===== src/rtl/regfile_scoreboard.sv =====
// ---------------------------------------------------------------------------
// regfile_scoreboard
//   Multi-read-port register file with a per-entry busy scoreboard and a
//   sequential clear engine.
//
// Ports:
//   clk              clock, rising edge
//   reset_n          asynchronous active-low reset (clears file, busy, FSM)
//   write_enable     write value_write to address_write (also clears busy)
//   address_write    write address
//   value_write      write data
//   reserve_enable   set busy bit of reserve_address
//   reserve_address  register being reserved
//   address_read     packed read addresses, port i = [i*ADDR_BITS +: ADDR_BITS]
//   value_read       packed read data, port i = [i*WIDTH +: WIDTH]
//   busy_read        busy status of each read port's address
//   clear_start      start a sequential clear, one entry per cycle
//   clear_busy       high while the clear engine runs
// ---------------------------------------------------------------------------
module regfile_scoreboard #(
    parameter int WIDTH      = 32,
    parameter int ADDR_BITS  = 5,
    parameter int READ_PORTS = 2,
    parameter int ZERO_REG   = 1,
    parameter int BYPASS     = 1
) (
    input  logic                            clk,
    input  logic                            reset_n,
    input  logic                            write_enable,
    input  logic [ADDR_BITS-1:0]            address_write,
    input  logic [WIDTH-1:0]                value_write,
    input  logic                            reserve_enable,
    input  logic [ADDR_BITS-1:0]            reserve_address,
    input  logic [READ_PORTS*ADDR_BITS-1:0] address_read,
    output logic [READ_PORTS*WIDTH-1:0]     value_read,
    output logic [READ_PORTS-1:0]           busy_read,
    input  logic                            clear_start,
    output logic                            clear_busy
);

    localparam int DEPTH = 2**ADDR_BITS;

    typedef enum logic {
        ST_IDLE  = 1'b0,
        ST_CLEAR = 1'b1
    } state_t;

    state_t                 r_state;
    logic [ADDR_BITS-1:0]   r_count;
    logic                   r_clear_busy;
    logic [WIDTH-1:0]       r_mem [DEPTH];
    logic [DEPTH-1:0]       r_busy;

    logic                   w_idle;
    logic                   w_wr_ok;
    logic                   w_rs_ok;

    assign w_idle  = (r_state == ST_IDLE);
    // Accepted write/reserve: only while idle, and never to the hardwired zero register.
    assign w_wr_ok = write_enable && w_idle &&
                     !((ZERO_REG != 0) && (address_write == '0));
    assign w_rs_ok = reserve_enable && w_idle &&
                     !((ZERO_REG != 0) && (reserve_address == '0));

    // Clear engine. clear_busy is registered alongside the state so it
    // tracks (state == CLEAR) exactly.
    always_ff @(posedge clk or negedge reset_n) begin
        if (!reset_n) begin
            r_state      <= ST_IDLE;
            r_count      <= '0;
            r_clear_busy <= 1'b0;
        end else begin
            case (r_state)
                ST_IDLE: begin
                    if (clear_start) begin
                        r_state      <= ST_CLEAR;
                        r_count      <= '0;
                        r_clear_busy <= 1'b1;
                    end
                end
                ST_CLEAR: begin
                    // Counter wraps back to 0 after the last entry.
                    r_count <= r_count + 1'b1;
                    if (r_count == ADDR_BITS'(DEPTH - 1)) begin
                        r_state      <= ST_IDLE;
                        r_clear_busy <= 1'b0;
                    end
                end
                default: begin
                    r_state      <= ST_IDLE;
                    r_clear_busy <= 1'b0;
                end
            endcase
        end
    end

    assign clear_busy = r_clear_busy;

    // Storage and scoreboard.
    always_ff @(posedge clk or negedge reset_n) begin
        if (!reset_n) begin
            for (int i = 0; i < DEPTH; i++) begin
                r_mem[i] <= '0;
            end
            r_busy <= '0;
        end else if (r_state == ST_CLEAR) begin
            r_mem[r_count]  <= '0;
            r_busy[r_count] <= 1'b0;
        end else begin
            if (w_wr_ok) begin
                r_mem[address_write]  <= value_write;
                r_busy[address_write] <= 1'b0;
            end
            // Placed after the write so a same-address reserve wins:
            // a new producer has been issued for that register.
            if (w_rs_ok) begin
                r_busy[reserve_address] <= 1'b1;
            end
        end
    end

    // Combinational read ports with optional write forwarding.
    for (genvar gi = 0; gi < READ_PORTS; gi++) begin : g_read
        logic [ADDR_BITS-1:0] w_addr;
        logic                 w_zero;
        logic                 w_hit;

        assign w_addr = address_read[gi*ADDR_BITS +: ADDR_BITS];
        assign w_zero = (ZERO_REG != 0) && (w_addr == '0);
        // w_wr_ok already excludes CLEAR and the zero register.
        assign w_hit  = (BYPASS != 0) && w_wr_ok && (address_write == w_addr);

        assign value_read[gi*WIDTH +: WIDTH] = w_zero ? '0 :
                                               (w_hit ? value_write : r_mem[w_addr]);
        assign busy_read[gi] = !w_zero && !w_hit && r_busy[w_addr];
    end

endmodule


===== config.mk =====
export PLATFORM = sky130hd
export DESIGN_NAME = regfile_scoreboard
export DESIGN_NICKNAME = d
export VERILOG_FILES = /design/src/rtl/regfile_scoreboard.sv
export SDC_FILE = /design/constraint.sdc
export NUM_CORES = 2
export LEC_CHECK = 0
export ABC_AREA = 1
export BUFFER_PORTS_ARGS = -buffer_cell sky130_fd_sc_hd__buf_2
export CORE_ASPECT_RATIO = 0.8
export CORE_MARGIN = 1.5
export CORE_UTILIZATION = 40
export DETAILED_ROUTE_END_ITERATION = 7
export PLACE_DENSITY = 0.53
export REMOVE_ABC_BUFFERS = 1
export SLEW_MARGIN = 10
export SYNTH_ARGS = -nofsm -noshare
export SYNTH_HDL_FRONTEND = slang
export SYNTH_SLANG_ARGS = --single-unit

===== constraint.sdc =====
create_clock -name clk -period 2.1 [get_ports clk]
set_input_delay 0 -clock clk [delete_from_list [all_inputs] [get_ports clk]]
set_output_delay 0 -clock clk [all_outputs]
set_load 0.1 [all_outputs]

---- After elaboration in Yosys (flattened, before gate mapping) ----
Index checks and enable logic that the tools add are counted.
storage, ports and cells
  output and inout bits ................... 67
  register bits after elaboration ......... 1,063
operators by class
  eq/ne operators ......................... 5
  muxes and demuxes ....................... 39
  $lt $le $gt $ge ......................... 14
  bitwise operators ....................... 12
  add/sub/neg operators ................... 1
  reduce and logical (&&, ||, !) cells .... 27
operators with widths
  operator                count
  $mux W1024              2
  $and A1024 B1024 Y1024  1
  $bwmux W1024            1
  $not A1024 Y1024        1
  $mux W32                14
  $bmux W32 S5            2
  $demux W32 S5           2
  $and A32 B32 Y32        2
  $not A32 Y32            2
  $or A32 B32 Y32         1
  $lt A5 B6 Y1 const B    5
  $ge A6 B6 Y1 const B    4
  $not A5 Y6              4
  $logic_not A5 Y1        4
  $demux W1 S5            3
  $ge A5 B1 Y1 const B    3
  $logic_and A1 B1 Y1     15
  $lt A6 B1 Y1 const B    2
  $bmux W1 S5             2
  $eq A5 B5 Y1            2
  $pmux W5 S2             1
  $mux W1                 9
  $logic_not A1 Y1        6
  $add A5 B1 Y5 const B   1
  other kinds (8)         9

---- Longest topological paths before layout ----
  depth after elaboration ................. 11
  mapped depth ............................ 14

---- Least setup slack after synthesis ----
No wires, ideal clock.
  kind .................................... register -> output
  start ................................... register r_state
  end ..................................... output port value_read[39]
  arrival time ............................ 2,774 ps
  buffers on the path ..................... 2
  data required time ...................... 2,100 ps
  stages on the path, launching flop included .. 10
  path slack .............................. -674 ps
  cells stage by stage .................... dfrtp_1 inv_2 nand2_1 inv_1 nand2_1 inv_2 nand4_1 buf_2 clkbuf_1 a21oi_1
between the ends
  longest elaborated chain between the ends .. 6
RTL lines
  what                              line  text
  start: declaration                48    state_t r_state;
  start signal: assignment          69    r_state <= ST_IDLE;
  start signal: assignment          76    r_state <= ST_CLEAR;
  start signal: assignment          85    r_state <= ST_IDLE;
  $not A1 Y1                        -
  $logic_and A1 B1 Y1 (2 in a row)  60    assign w_wr_ok = write_enable && w_idle &&
  $logic_and A1 B1 Y1               131   assign w_hit = (BYPASS != 0) && w_wr_ok && (address_write == w_addr);
  $mux W32                          134   (w_hit ? value_write : r_mem[w_addr]);
  $mux W32                          133   assign value_read[gi*WIDTH +: WIDTH] = w_zero ? '0 :
  end: declaration                  35    output logic [READ_PORTS*WIDTH-1:0] value_read,
Every way passes these cells.

---- Worst setup path after layout ----
  start ................................... register r_state
  end ..................................... output port busy_read[1]
between the ends
  longest elaborated chain between the ends .. 7
RTL lines
  what                              line  text
  $not A1 Y1                        -
  $logic_and A1 B1 Y1 (2 in a row)  60
  $logic_and A1 B1 Y1               131
  $logic_not A1 Y1                  135   assign busy_read[gi] = !w_zero && !w_hit && r_busy[w_addr];
  $logic_and A1 B1 Y1 (2 in a row)  135
  end: declaration                  36    output logic [READ_PORTS-1:0] busy_read,
Every way passes these cells.

==> results by stage <==
Run status:
- The flow ran to the end, but the final reports show violations.
- The final reports fail on DRC, setup timing.

Timing:
- Setup total negative slack on the finished layout was measured at -26700 ps.
- The slack of the critical path is -520 ps.
- The number of endpoints failing setup at the final stage is 66.
- Setup repair after global routing could not meet its margin everywhere.
- The worst path in the final design needs a cycle of between 2000 and 3000 ps, including I/O delays and setup.
- The count of final max-slew check failures is 0.
- The relative slew slack is roughly 48%.
- On the final layout, the worst clock skew is 35.5 ps.
- Derived from the worst setup path, the maximum achievable clock frequency is between 0.3 and 0.4 GHz.
- The final count of hold timing violations is 0.
- The transition time at the pin with the least slew margin is between 700 and 800 ps.
- In the finished design, the share of the clock period the worst path needs comes to 125%.

Power:
- Summed over all cells, the static leakage comes to around 34 nW.
- The largest voltage drop on the vdd net is 0.000672 V.
- The total power is around 59 mW.
- The total power divided by cell area is just over 800 nW/um2.

Final layout:
- Of the cells placed in the final design, the portion with a size suffix greater than 1 is about an eighth.
- The filler cells instantiated in the layout total 14.5k.
- The area growth from synthesis to layout is 21.1%.
- The final layout net count is roughly 8.3k.

Synthesis:
- The cell count after synthesis came out at between 8k and 9k.
- Summing the areas of all compound-gate instances in the mapped netlist gives 18.8% of the synthesized area.
- The post-synthesis cell type count is 36.
- The warning count from the yosys run is 0.
- For this run, asynchronously set or reset flops after synthesis account for 100%.
- The synthesized netlist devotes less than 1% of its cell area to XOR and XNOR gates.
- The number of flops mapped to enable cells by yosys is 0.
- The dominant combinational cell family by area after synthesis is simple AND/OR/NAND/NOR gates.
- Counting flops and latches in the post-synthesis netlist gives around 1.1k.
- A synthesized cell averages between 7 and 8 um2.
- Of the total synthesized cell area, the portion taken by full adders, half adders and majority gates is less than 1%.
- In the synthesized netlist the dominant register cell turns out to be sky130_fd_sc_hd__dfrtp_1.
- Summing the sequential cell areas from Yosys gives 44.3% of the chip area.
- The synthesized netlist devotes between 20% and 30% of its cell area to simple gates.
- The cell area after technology mapping is between 50000 and 60000 um2.
- The portion of synthesized area spent on multiplexers is 0%.

Global route:
- The total routing resource utilization after global routing is between 30% and 40%.
- The number of antenna violations at the first check in global routing came to 9.
- The first global-routing pass estimated 436000 um of wire.
- The number of global-route vias before repair was 60.0k.
- Entering global routing, the biggest net connects 92 pins.
- The total grt overflow is 0.

Floorplan:
- The floorplan step defined a die boundary enclosing roughly 150000 um2.
- In this run the horizontal extent of the chip is 436 um.
- The area of the core region is 148000 um2.
- For this configuration, the core starts out at a cell density of 40.5%.
- 124 I/O pins were placed.
- Row generation in the floorplan step produced roughly 130 rows.
- The die height is approximately 350 um.

Setup path:
- The depth of the worst register-to-register path is 9.
- Data on the critical path arrives at its endpoint at 2620 ps.
- The data required time of the critical path is ~2100 ps.
- Among all stages on the critical path, the largest delay is contributed by sky130_fd_sc_hd__dfrtp_1.
- The worst setup path is captured at an output pin.
- The maximum fanout along the worst path is 14.
- STA classifies the critical path startpoint as a flip-flop.
- The internal reg-to-reg setup slack is 30 ps.
- The critical path goes through inv_2 > nand2_4 > inv_2 > nand2_2 > inv_4 > nand4_1 > buf_6 > buf_4 > buf_12 > nand4_1 > nor2_2 > buf_4 > buf_12.
- The worst flop-to-flop path endpoint is r_mem[700]$_DFFE_PN0P_.
- The worst stage delay on the critical path is 390 ps.
- The critical path in this run is classified as reg -> out.
- The worst register-to-register path begins at r_state$_DFF_PN0_.

Drt:
- The remaining antenna violation count is 0.
- After detailed routing, the average wire length per cell comes to approximately 30 um.
- The iteration-0 DRC count of the detailed router is approximately 9.7k.
- The routed layout has around 64k vias.
- The DRC violation count after routing is 5.
- In the routed layout, each cell is associated on average with a via count of ~6.3.
- The aggregate routed wire length is 303000 um.
- The first detailed-routing pass ran for 8 iterations.

Place:
- Buffers placed on the I/O ports in this run total around 120.
- The detailed placement HPWL is 186000 um.
- The routability congestion estimate from global placement is approximately 0.94.
- At the placement stage, the worst setup path has a slack of -148 ps.

Clock network:
- The number of levels in the clock H-tree is 3.
- At the later pin of the worst-skew pair, clock insertion delay measures ~780 ps.
- The number of buffers added by the clock tree synthesis step is 117.
- The root buffer cell is sky130_fd_sc_hd__clkbuf_16.
- For this design, the sink count on the clock tree is approximately 1.1k.
- The maximum buffer depth of the clock tree is 3.
- TritonCTS built the clock tree.
- Clock-pin slew was measured on the worst setup and hold paths at approximately 70 ps.

Worst hold path:
- The worst hold path belongs to the class in -> async.

Flow run:
- Across the run, the number of max-cap violations was 0.
cells in the mapped netlist (18+ instances only):
cell / number / area, um2
sky130_fd_sc_hd__nand3_1: 1479 / 7400
sky130_fd_sc_hd__o211ai_1: 244 / 1830
sky130_fd_sc_hd__dfrtp_1: 1063 / 26600
sky130_fd_sc_hd__inv_1: 1002 / 3760
sky130_fd_sc_hd__buf_1: 66 / 248
sky130_fd_sc_hd__nor2_1: 79 / 297
sky130_fd_sc_hd__clkbuf_1: 404 / 1520
sky130_fd_sc_hd__buf_4: 18 / 135
sky130_fd_sc_hd__nand2_1: 1808 / 6790
sky130_fd_sc_hd__a21oi_1: 323 / 1620
sky130_fd_sc_hd__buf_2: 266 / 1330
sky130_fd_sc_hd__o22ai_1: 826 / 5170
sky130_fd_sc_hd__o21ai_0: 461 / 2310
sky130_fd_sc_hd__o22ai_2: 20 / 250
how the worst max path moves through the flow:
stage	from	end	slack, ps
global route	r_state$_DFF_PN0_	busy_read[1]	-560
finish	r_state$_DFF_PN0_	busy_read[1]	-520
CTS	r_state$_DFF_PN0_	value_read[47]	-500
global placement	address_read[0]	value_read[9]	-130
detailed placement	address_read[0]	value_read[9]	-150
floorplan	address_read[6]	value_read[34]	-4940
where the power goes:
group	total (mW)	switching, mW	internal, mW
Clock	21.7	9.38	12.4
Combinational	15.2	10.7	4.55
Sequential	22.5	0.724	21.7
Total	59.4	20.8	38.6
worst max-delay path, delay by kind of cell, from the launching register on:
family | cells | cell delay, ps
and+or+nand+nor | 5 | 400
DFF | 1 | 390
buffers and inverters | 8 | 1040
layer usage:
| metal | routed length (um) | GRT usage, % | share of wire, % | up-vias |
|---|---|---|---|---|
| li1 | - | - | - | 27637 |
| met2 | 124000 | 55.3 | 41 | 4550 |
| met4 | 17000 | 18.6 | 5.6 | 10 |
| met3 | 39900 | 10.9 | 13 | 897 |
| met1 | 122000 | 54.4 | 40 | 31358 |
| met5 | 75 | 0 | 0.025 | - |
repair_timing:
action,CTS,global route
gates cloned,11,0
pin swaps,28,4
endpoints found under the setup margin,66,73
resized for setup,230,16
buffers inserted,14,1
hold buffers,42,0
hold endpoints to repair,2093,0
state kept, by name, indices dropped and copies added, names as in the netlist:
| register | cells |
|---|---|
| clear_busy | 1 |
| r_busy | 32 |
| r_count | 5 |
| r_mem | 1024 |
| r_state | 1 |
stage by stage:
step	area, um2	util, %	cells	hold WS, ps
6_report	72700	49.0	10278	34.3
5_1_grt	72600	49.0	10273	33.9
4_1_cts	72600	49.0	10272	11.1
3_5_place_dp	67000	45.2	9991	-16.4
3_3_place_gp	67000	45.2	9991	-7.54
2_1_floorplan	56700	-	7402	-296
cell type report:
type / count / area, um2 / area share (%)
Multi-Input combinational cell: 5325 / 27300 / 37.6
Sequential cell: 1063 / 26600 / 36.6
Timing Repair Buffer: 672 / 8480 / 11.7
Inverter: 1014 / 3860 / 5.31
Clock buffer: 174 / 3480 / 4.78
Tap cell: 1984 / 2480 / 3.42
Clock inverter: 40 / 444 / 0.611
Antenna cell: 6 / 15.0 / 0.0207
cells in the final DEF (no fill, tap or decap), types with 64 or more instances in the layout:
master                      synthesis  routed
sky130_fd_sc_hd__nand2_1         1808    1740
sky130_fd_sc_hd__nand3_1         1479    1454
sky130_fd_sc_hd__dfrtp_1         1063    1063
sky130_fd_sc_hd__inv_1           1002     998
sky130_fd_sc_hd__o22ai_1          826     825
sky130_fd_sc_hd__o21ai_0          461     423
sky130_fd_sc_hd__buf_4             18     309
sky130_fd_sc_hd__a21oi_1          323     289
sky130_fd_sc_hd__buf_12             0     254
sky130_fd_sc_hd__o211ai_1         244     244
sky130_fd_sc_hd__clkbuf_16          0     120
sky130_fd_sc_hd__nand2_2           17      70
sky130_fd_sc_hd__nor2_1            79      64
cells by family after synthesis:
kind of cell	Yosys count
and+or+nand+nor	3419
xor gates and xnor gates	8
DFF	1063
buffers and inverters	1772
adders and majority gates	5
AOI/OAI and AO/OA	1893
Note: power is estimated with default switching activity, not from simulation.
